==> config.mk <==
export PLATFORM = sky130hd
export DESIGN_NAME = fetch_pc_gen
export DESIGN_NICKNAME = d
export VERILOG_FILES = /design/src/rtl/fetch_pc_gen.sv
export SDC_FILE = /design/constraint.sdc
export NUM_CORES = 1
export LEC_CHECK = 0
export CAP_MARGIN = 20
export CORE_ASPECT_RATIO = 1.2
export CORE_MARGIN = 4
export CORE_UTILIZATION = 25
export CTS_BUF_LIST = sky130_fd_sc_hd__clkbuf_4 sky130_fd_sc_hd__clkbuf_8 sky130_fd_sc_hd__clkbuf_16
export DETAILED_ROUTE_END_ITERATION = 16
export SYNTH_ARGS = -nofsm -noshare
export SYNTH_HDL_FRONTEND = slang
export SYNTH_SLANG_ARGS = --single-unit
==> constraint.sdc <==
create_clock -name clk -period 4.2 [get_ports clk]
set_input_delay 0.63 -clock clk [delete_from_list [all_inputs] [get_ports clk]]
set_output_delay 0.63 -clock clk [all_outputs]
set_load 0.05 [all_outputs]
==> src/rtl/fetch_pc_gen.sv <==
// -----------------------------------------------------------------------------
// fetch_pc_gen
//   Fetch-stage PC generator. Produces the dual-fetch PC pair looked up by the
//   branch predictor and the I-cache request valid. It arbitrates the execute
//   redirect, the predictor redirect and the sequential PC. A prediction that
//   arrives while fetch cannot advance is parked until the next accepted fetch.
//
// Ports
//   clk            clock, all state on rising edge
//   rst            asynchronous active-high reset
//   stall          downstream stall, blocks PC advance (not the request)
//   br_bus         {br_e, br_target}   resolved redirect from execute
//   bp_bus         {bp_e, bp_target}   registered prediction from predictor
//   fetch_req      I-cache request valid (low only in the IDLE cycle)
//   fetch_addr_ok  I-cache accepts the request this cycle
//   current_pc1    PC of fetch slot 0
//   current_pc2    PC of fetch slot 1 (pc + 4)
//   pc2_valid      slot 1 belongs to this fetch group (group stays in 8 bytes)
//   fetch_flush    one-cycle pulse after an execute redirect
// -----------------------------------------------------------------------------
module fetch_pc_gen #(
    parameter logic [31:0] RESET_PC = 32'hbfc0_0000,
    parameter int          BR_WD    = 33
) (
    input  logic             clk,
    input  logic             rst,
    input  logic             stall,
    input  logic [BR_WD-1:0] br_bus,
    input  logic [BR_WD-1:0] bp_bus,
    output logic             fetch_req,
    input  logic             fetch_addr_ok,
    output logic [31:0]      current_pc1,
    output logic [31:0]      current_pc2,
    output logic             pc2_valid,
    output logic             fetch_flush
);

    typedef enum logic {IDLE, RUN} state_t;

    state_t      state;
    state_t      state_n;

    logic [31:0] pc;
    logic [31:0] pc_n;
    logic        pend_br_v;
    logic        pend_br_v_n;
    logic [31:0] pend_br_tgt;
    logic        pend_bp_v;
    logic        pend_bp_v_n;
    logic [31:0] pend_bp_tgt;
    logic [31:0] pend_bp_tgt_n;

    logic        br_e;
    logic [31:0] br_target;
    logic        bp_e;
    logic [31:0] bp_target;
    logic        accept;
    logic [31:0] seq_next;

    // Targets are word aligned; low bits are discarded on load.
    assign br_e      = br_bus[BR_WD-1];
    assign br_target = {br_bus[31:2], 2'b00};
    assign bp_e      = bp_bus[BR_WD-1];
    assign bp_target = {bp_bus[31:2], 2'b00};

    assign accept    = fetch_req & fetch_addr_ok & ~stall;

    // An odd-word PC fetches a single slot so the group never crosses 8 bytes.
    assign seq_next  = pc + (pc[2] ? 32'd4 : 32'd8);

    assign current_pc1 = pc;
    assign current_pc2 = pc + 32'd4;
    assign pc2_valid   = ~pc[2];

    // State machine: one IDLE cycle after reset, then RUN forever.
    always_comb begin
        state_n   = state;
        fetch_req = 1'b0;
        case (state)
            IDLE: begin
                state_n = RUN;
            end
            RUN: begin
                fetch_req = 1'b1;
            end
            default: begin
                state_n = IDLE;
            end
        endcase
    end

    // Next-PC arbitration and redirect parking.
    always_comb begin
        pc_n          = pc;
        pend_br_v_n   = pend_br_v;
        pend_bp_v_n   = pend_bp_v;
        pend_bp_tgt_n = pend_bp_tgt;

        if (br_e) begin
            // Execute redirect is authoritative: drop anything parked and any
            // same-cycle prediction.
            pc_n        = br_target;
            pend_br_v_n = 1'b0;
            pend_bp_v_n = 1'b0;
        end else if (pend_br_v && (accept || !fetch_req)) begin
            pc_n        = pend_br_tgt;
            pend_br_v_n = 1'b0;
        end else if (bp_e && accept) begin
            // A fresh prediction supersedes an older parked one.
            pc_n        = bp_target;
            pend_bp_v_n = 1'b0;
        end else if (pend_bp_v && accept) begin
            pc_n        = pend_bp_tgt;
            pend_bp_v_n = 1'b0;
        end else if (accept) begin
            pc_n        = seq_next;
        end

        // Park a prediction that could not be applied this cycle; a later one
        // overwrites the target.
        if (!br_e && bp_e && !accept && !pend_br_v) begin
            pend_bp_v_n   = 1'b1;
            pend_bp_tgt_n = bp_target;
        end
    end

    always_ff @(posedge clk or posedge rst) begin
        if (rst) begin
            state       <= IDLE;
            pc          <= RESET_PC;
            pend_br_v   <= 1'b0;
            pend_bp_v   <= 1'b0;
            fetch_flush <= 1'b0;
        end else begin
            state       <= state_n;
            pc          <= pc_n;
            pend_br_v   <= pend_br_v_n;
            pend_bp_v   <= pend_bp_v_n;
            fetch_flush <= br_e;
        end
    end

    // Parked targets are qualified by their valid bits and need no reset.
    // The branch slot is only ever filled across a reset release, which in
    // this implementation never happens, so its target simply holds.
    always_ff @(posedge clk) begin
        pend_bp_tgt <= pend_bp_tgt_n;
        pend_br_tgt <= pend_br_tgt;
    end

endmodule

==> results of run 1 <==
[routing by layer]
layer	vias up	part of all wire	track usage
met4	2	0.034	0.0775
met1	2088	0.39	0.203
li1	1972	-	-
met5	-	0.00072	0
met3	40	0.075	0.0410
met2	223	0.50	0.279
[Yosys cell counts, types with 3 or more instances]
master / instances
and3_1: 9
a22oi_1: 8
buf_4: 10
nor2b_1: 6
a221oi_1: 6
a211oi_1: 9
inv_1: 5
o21ai_0: 37
clkbuf_1: 28
nor2_1: 44
and4_1: 3
dfstp_2: 9
nor3_2: 3
edfxtp_1: 30
dfrtp_1: 24
and4b_1: 3
a31o_2: 6
o221ai_1: 6
buf_2: 15
nor3_1: 8
a21oi_1: 28
xor2_1: 18
xnor2_1: 23
nand2_1: 32
a31oi_1: 6
nand2b_1: 7
nand3_1: 21
o22ai_1: 10
nand4_1: 16
a221o_1: 3
[critical path: cells and delay by family, from the launching register on]
kind	cells	cell delay, ns
xor gates and xnor gates	1	0.26
buffers and inverters	1	0.86
DFF	1	0.57
and+or+nand+nor	4	1.01
[layout make-up]
cell class,count,area share
Multi-Input combinational cell,359,0.381
Sequential cell,63,0.287
Timing Repair Buffer,145,0.233
Tap cell,216,0.0447
Clock buffer,12,0.0430
Clock inverter,4,0.00745
Inverter,5,0.00310
Antenna cell,1,0.000414
[logic make-up (layout without fill, tap and decap cells)]
| kind of cell | Yosys count | in the layout | synth area share |
|---|---|---|---|
| AOI/OAI and AO/OA | 137 | 137 | 0.207 |
| xor gates and xnor gates | 41 | 41 | 0.0834 |
| adders and majority gates | 2 | 2 | 0.00581 |
| buffers and inverters | 58 | 166 | 0.0636 |
| DFF | 63 | 63 | 0.404 |
| muxes | 1 | 1 | 0.00232 |
| other | 2 | 6 | 0.00174 |
| and+or+nand+nor | 173 | 173 | 0.233 |
[registers in the layout (all words and copies together) (netlist names)]
| name | count |
|---|---|
| current_pc1 | 30 |
| fetch_flush | 1 |
| pend_bp_v | 1 |
| pend_bp_tgt | 30 |
| state | 1 |
[cells in the final DEF (no fill, tap or decap), types with 3 or more instances in the layout]
| cell | instances |
|---|---|
| and3_1 | 9 |
| nand4_1 | 16 |
| a211oi_1 | 9 |
| o21ai_0 | 37 |
| a221oi_1 | 6 |
| conb_1 | 5 |
| edfxtp_1 | 30 |
| inv_1 | 5 |
| dfrtp_1 | 24 |
| a21oi_1 | 28 |
| and4b_1 | 3 |
| nor3_1 | 8 |
| buf_4 | 17 |
| nor2_1 | 44 |
| clkbuf_16 | 9 |
| a31o_2 | 6 |
| nand2b_1 | 7 |
| a31oi_1 | 6 |
| clkinv_2 | 3 |
| nand2_1 | 32 |
| o221ai_1 | 6 |
| nor3_2 | 3 |
| xnor2_1 | 23 |
| a22oi_1 | 8 |
| a221o_1 | 3 |
| xor2_1 | 18 |
| nor2b_1 | 6 |
| nand3_1 | 21 |
| and4_1 | 3 |
| dfstp_2 | 9 |
| clkdlybuf4s50_1 | 128 |
| o22ai_1 | 10 |
[path summary, 6_finish.rpt]
path	endpoint	slack, ns	cells after the start
hold reg to reg	current_pc1[23]	0.57	2
max in group asynchronous	current_pc1[29]	2.67	3
hold / removal	current_pc1[23]	0.57	2
setup / recovery	current_pc2[19]	0.52	6
min in group asynchronous	current_pc1[6]	0.73	2
setup reg to reg	current_pc1[13]	1.51	7
[stage by stage]
stage	hold slack (ns)	instance area, µm²
after floorplan	0.516	4320
after global placement	0.541	5740
after detailed placement	0.540	5740
after CTS	0.564	6050
after global routing	0.606	6050
final	0.571	6050
[report_power, final]
part | internal [mW] | switching, mW | leakage [nW]
Sequential | 0.705 | 0.103 | 0.647
Clock | 0.495 | 0.273 | 0.156
Combinational | 0.285 | 0.482 | 1.35
Total | 1.49 | 0.859 | 2.16
==> results.toml, run 1 <==
[status]
status = "finished, final reports clean"

[die]
rows = 52
core_area_mm2 = 0.0169
start_util = 0.255
die_h_um = 152
die-area_mm2 = 0.0194
die_w_um = 128
io_pins = 137

[synthesis]
synth_top_area_frac = 0.209
synth_warnings = 0
yosys_register_bits = 63
synthTopCellsByArea = "edfxtp_1, dfrtp_1, dfstp_2, xnor2_1, o21ai_0"
synth_edf_count = 30
synthCells = 477
yosysSeqAreaShare = 0.404
avgSynthCellArea_um2 = 9.03
ys.flop_type = "edfxtp_1"
ys_types = 61
synth_top_cell_by_area = "edfxtp_1"
synth_area_mm2 = 0.00431
async_flop_share = 0.524

[final_layout]
fin_nets = 655
layout.cells.non_filler = 805
ff_latch_area_mm2 = 0.00174
drive_gt1_frac = 0.105
multi_input_area_mm2 = 0.00231
fill_cells = 1748
syn_to_final_growth_pct = 40.5
finish.utilization = 0.358

[clocking]
clock_path_buffers = 2
cts_tree = "yes"
ctsResizeCount = 0
worstSkewPairLatency_ns = 0.33
htree_num_levels = 3
hold_buffers = 0
cts_setup_buffers = 0
cts_made_buffers = 9
root_buffer = "clkbuf_16"
cts.sinks = 63
clk_pin_slew_worst_paths_ns = 0.05

[critical_path]
critical_path_required_ns = 3.57
startpoint = "current_pc1[4]"
critPathKind = "flip-flop to primary output"
cp_slowest_cell = "clkdlybuf4s50_1"
critPathLaunchType = "flip-flop"
r2r-start = "current_pc1[2]"
worst_path_largest_cell_delay_ns = 0.86
crit_path_end_kind = "primary output"
arrival_ns = 3.05
crit_chain = "and3_1 > nand3_2 > nor3_1 > nand4_1 > xnor2_1 > clkdlybuf4s50_1"
crit_fanout = 10

[sta]
clock_skew_ns = 0.00743
rsz0062_at_grt = "false"
hold_viol = 0
setup-tns-final_ns = 0
period_needed_ns = 3.68
max_slew_margin = 0.366
fmax_mhz = 272
setup-violations-final = 0
worst_pin_slew_ns = 0.947
period_share = 0.876
fin_ws_ns = 0.519
slew_violations = 0

[drt]
drt_iter0_drc = 321
drc = 0
wl_per_cell_um = 20.7
vias = 4325
firstDrtPassIters = 5
viasPerCell = 5.37
wl_um = 16700
postRouteAntennaNets = 0

[placed_design]
numPortBuffers = 128
gp_congestion = 0.847
dp_slack_ns = 0.909
dp.cells = 788
dpl.hpwl_um = 12300

[min_path]
min_from = "current_pc1[23]"
hp-class = "flip-flop to flip-flop"

[run]
maxCapViolCount = 0

[grt]
grt_overflow = 0
grt_start_max_net_pins = 39
gr-usage-all-layers = 0.167
grt_pass1_vias = 4221
antenna_found_initial = 2
grt_pass1_wl_um = 24800

[power_and_ir_drop]
cellLeakagePower_nw = 2.16
powerDensity_mw_per_mm2 = 388
ir_worst_vdd_mv = 0.171
finalPower_mw = 2.34
(Power assumes the default switching activity.)
==> inputs of run 2 (changes only) <==
Settings changed: CAP_MARGIN 20 to not set, REMOVE_ABC_BUFFERS set to 1.
==> results.toml, run 2 (synthesis gave the netlist of run 1 again) <==
[min_path]
hp-class = "flip-flop to flip-flop"
worstHoldEndpoint = "current_pc1[15]"
min_from = "pend_bp_tgt[15]"
holdPathStages = 2

[critical_path]
r2r-start = "current_pc1[2]"
crit_chain = "nand4_4 > or3_1 > nor3_4 > nand2_1 > xnor2_1 > clkdlybuf4s50_1"
cp_slowest_cell = "clkdlybuf4s50_1"
worst_path_largest_cell_delay_ns = 0.82
reg2reg_depth = 7
critPathLaunchType = "flip-flop"
arrival_ns = 3.12
r2r-end = "current_pc1[13]"
crit_path_end_kind = "primary output"
critPathKind = "flip-flop to primary output"
crit_fanout = 9
critical_path_required_ns = 3.57
r2r_slack_ns = 1.43

[clocking]
ctsResizeCount = 0
cts_made_buffers = 9
htree_num_levels = 3
root_buffer = "clkbuf_16"
cts_tree = "yes"
worstSkewPairLatency_ns = 0.33
clock_path_buffers = 2
cts_setup_buffers = 0
hold_buffers = 0
clk_pin_slew_worst_paths_ns = 0.06
cts.sinks = 63

[final_layout]
antennaDiodeCount = 0
layout_common_cells = "clkdlybuf4s50_1, nor2_1, o21ai_0, nand2_1, edfxtp_1"
final_common_cell = "clkdlybuf4s50_1"
drive_gt1_frac = 0.104
syn_to_final_growth_pct = 40.1
final_cell_area_mm2 = 0.00603
fin_nets = 656
fill_cells = 1760

[die]
start_util = 0.255
rows = 52
die_h_um = 152
die-area_mm2 = 0.0194
die_w_um = 128
io_pins = 137
core_area_mm2 = 0.0169

[drt]
postRouteAntennaNets = 0
wl_per_cell_um = 20.8
vias = 4361
firstDrtPassIters = 8
drt_iter0_drc = 424
drc = 0
wl_um = 16700
viasPerCell = 5.42

[run]
maxCapViolCount = 0

[placed_design]
gp_congestion = 0.863
place_area_mm2 = 0.00575
dp_slack_ns = 0.789
dpl.hpwl_um = 12100
numPortBuffers = 128

[grt]
gr-usage-all-layers = 0.170
grt_pass1_wl_um = 25600
antenna_found_initial = 0
grt_overflow = 0
grt_pass1_vias = 4441
grt_start_max_net_pins = 39

[power_and_ir_drop]
p_switching_mw = 0.868
pwr-share-comb = 0.334
sw_frac_of_total = 0.374
finalPower_mw = 2.32
power_frac_clock = 0.319
ir_worst_vdd_mv = 0.176
seqPwrFrac = 0.347
powerDensity_mw_per_mm2 = 384
cellLeakagePower_nw = 2.15
p_int_mw = 1.45

[sta]
period_share = 0.894
setup-violations-final = 0
fmax_mhz = 266
setup-tns-final_ns = 0
worst_pin_slew_ns = 1.03
hold_viol = 0
fin_ws_ns = 0.446
period_needed_ns = 3.75
hold_slack_ns = 0.587
slew_violations = 0
clock_skew_ns = 0.00933
max_slew_margin = 0.315
rsz0062_at_grt = "false"

[status]
status = "finished, final reports clean"
[run 2: power by group through the flow]
stage | combinational [mW] | clock, mW | sequential [mW]
final | 0.775 | 0.738 | 0.804
after global routing | 0.818 | 0.776 | 0.814
after CTS | 0.775 | 0.743 | 0.803
after detailed placement | 0.771 | 0 | 0.813
after global placement | 0.765 | 0 | 0.809
after floorplan | 0.353 | 0 | 0.910
[run 2: layer usage]
metal / vias up / global-route usage / wire length [µm]
met2: 206 / 0.290 / 8190
met5: - / 0 / 0
met3: 25 / 0.0330 / 1150
li1: 1980 / - / -
met1: 2150 / 0.223 / 7140
met4: 0 / 0.0425 / 251
[run 2: cell type report]
cell class,instances,area (µm²),share of cell area
multi-input combinational,359,2310,0.382
sequential,63,1740,0.288
clock buffer,10,233,0.0386
timing repair buffer,146,1420,0.235
tap,216,270,0.0448
inverter,5,18.8,0.00311
clock inverter,6,52.6,0.00871
[run 2: worst max path at each step]
| stage | to | slack, ns | depth (start not counted) | from |
|---|---|---|---|---|
| after CTS | current_pc2[31] | 0.43 | 6 | current_pc1[10] |
| after global placement | current_pc2[31] | 0.83 | 6 | current_pc1[7] |
| after floorplan | current_pc2[25] | 0.86 | 5 | current_pc1[10] |
| after global routing | current_pc2[31] | 0.27 | 6 | current_pc1[7] |
| after detailed placement | current_pc2[31] | 0.79 | 6 | current_pc1[10] |
| final | current_pc2[31] | 0.45 | 6 | current_pc1[7] |
[run 2: critical path: cells and delay by family (launching register included)]
| kind | cells | cell delay (ns) |
|---|---|---|
| and+or+nand+nor | 4 | 1.23 |
| xor gates and xnor gates | 1 | 0.16 |
| DFF | 1 | 0.58 |
| buffers and inverters | 1 | 0.82 |
[run 2: per-stage QoR]
| step | instances | util |
|---|---|---|
| after floorplan | 427 | - |
| after global placement | 789 | 0.340 |
| after detailed placement | 789 | 0.340 |
| after CTS | 805 | 0.357 |
| after global routing | 805 | 0.357 |
| final | 805 | 0.357 |
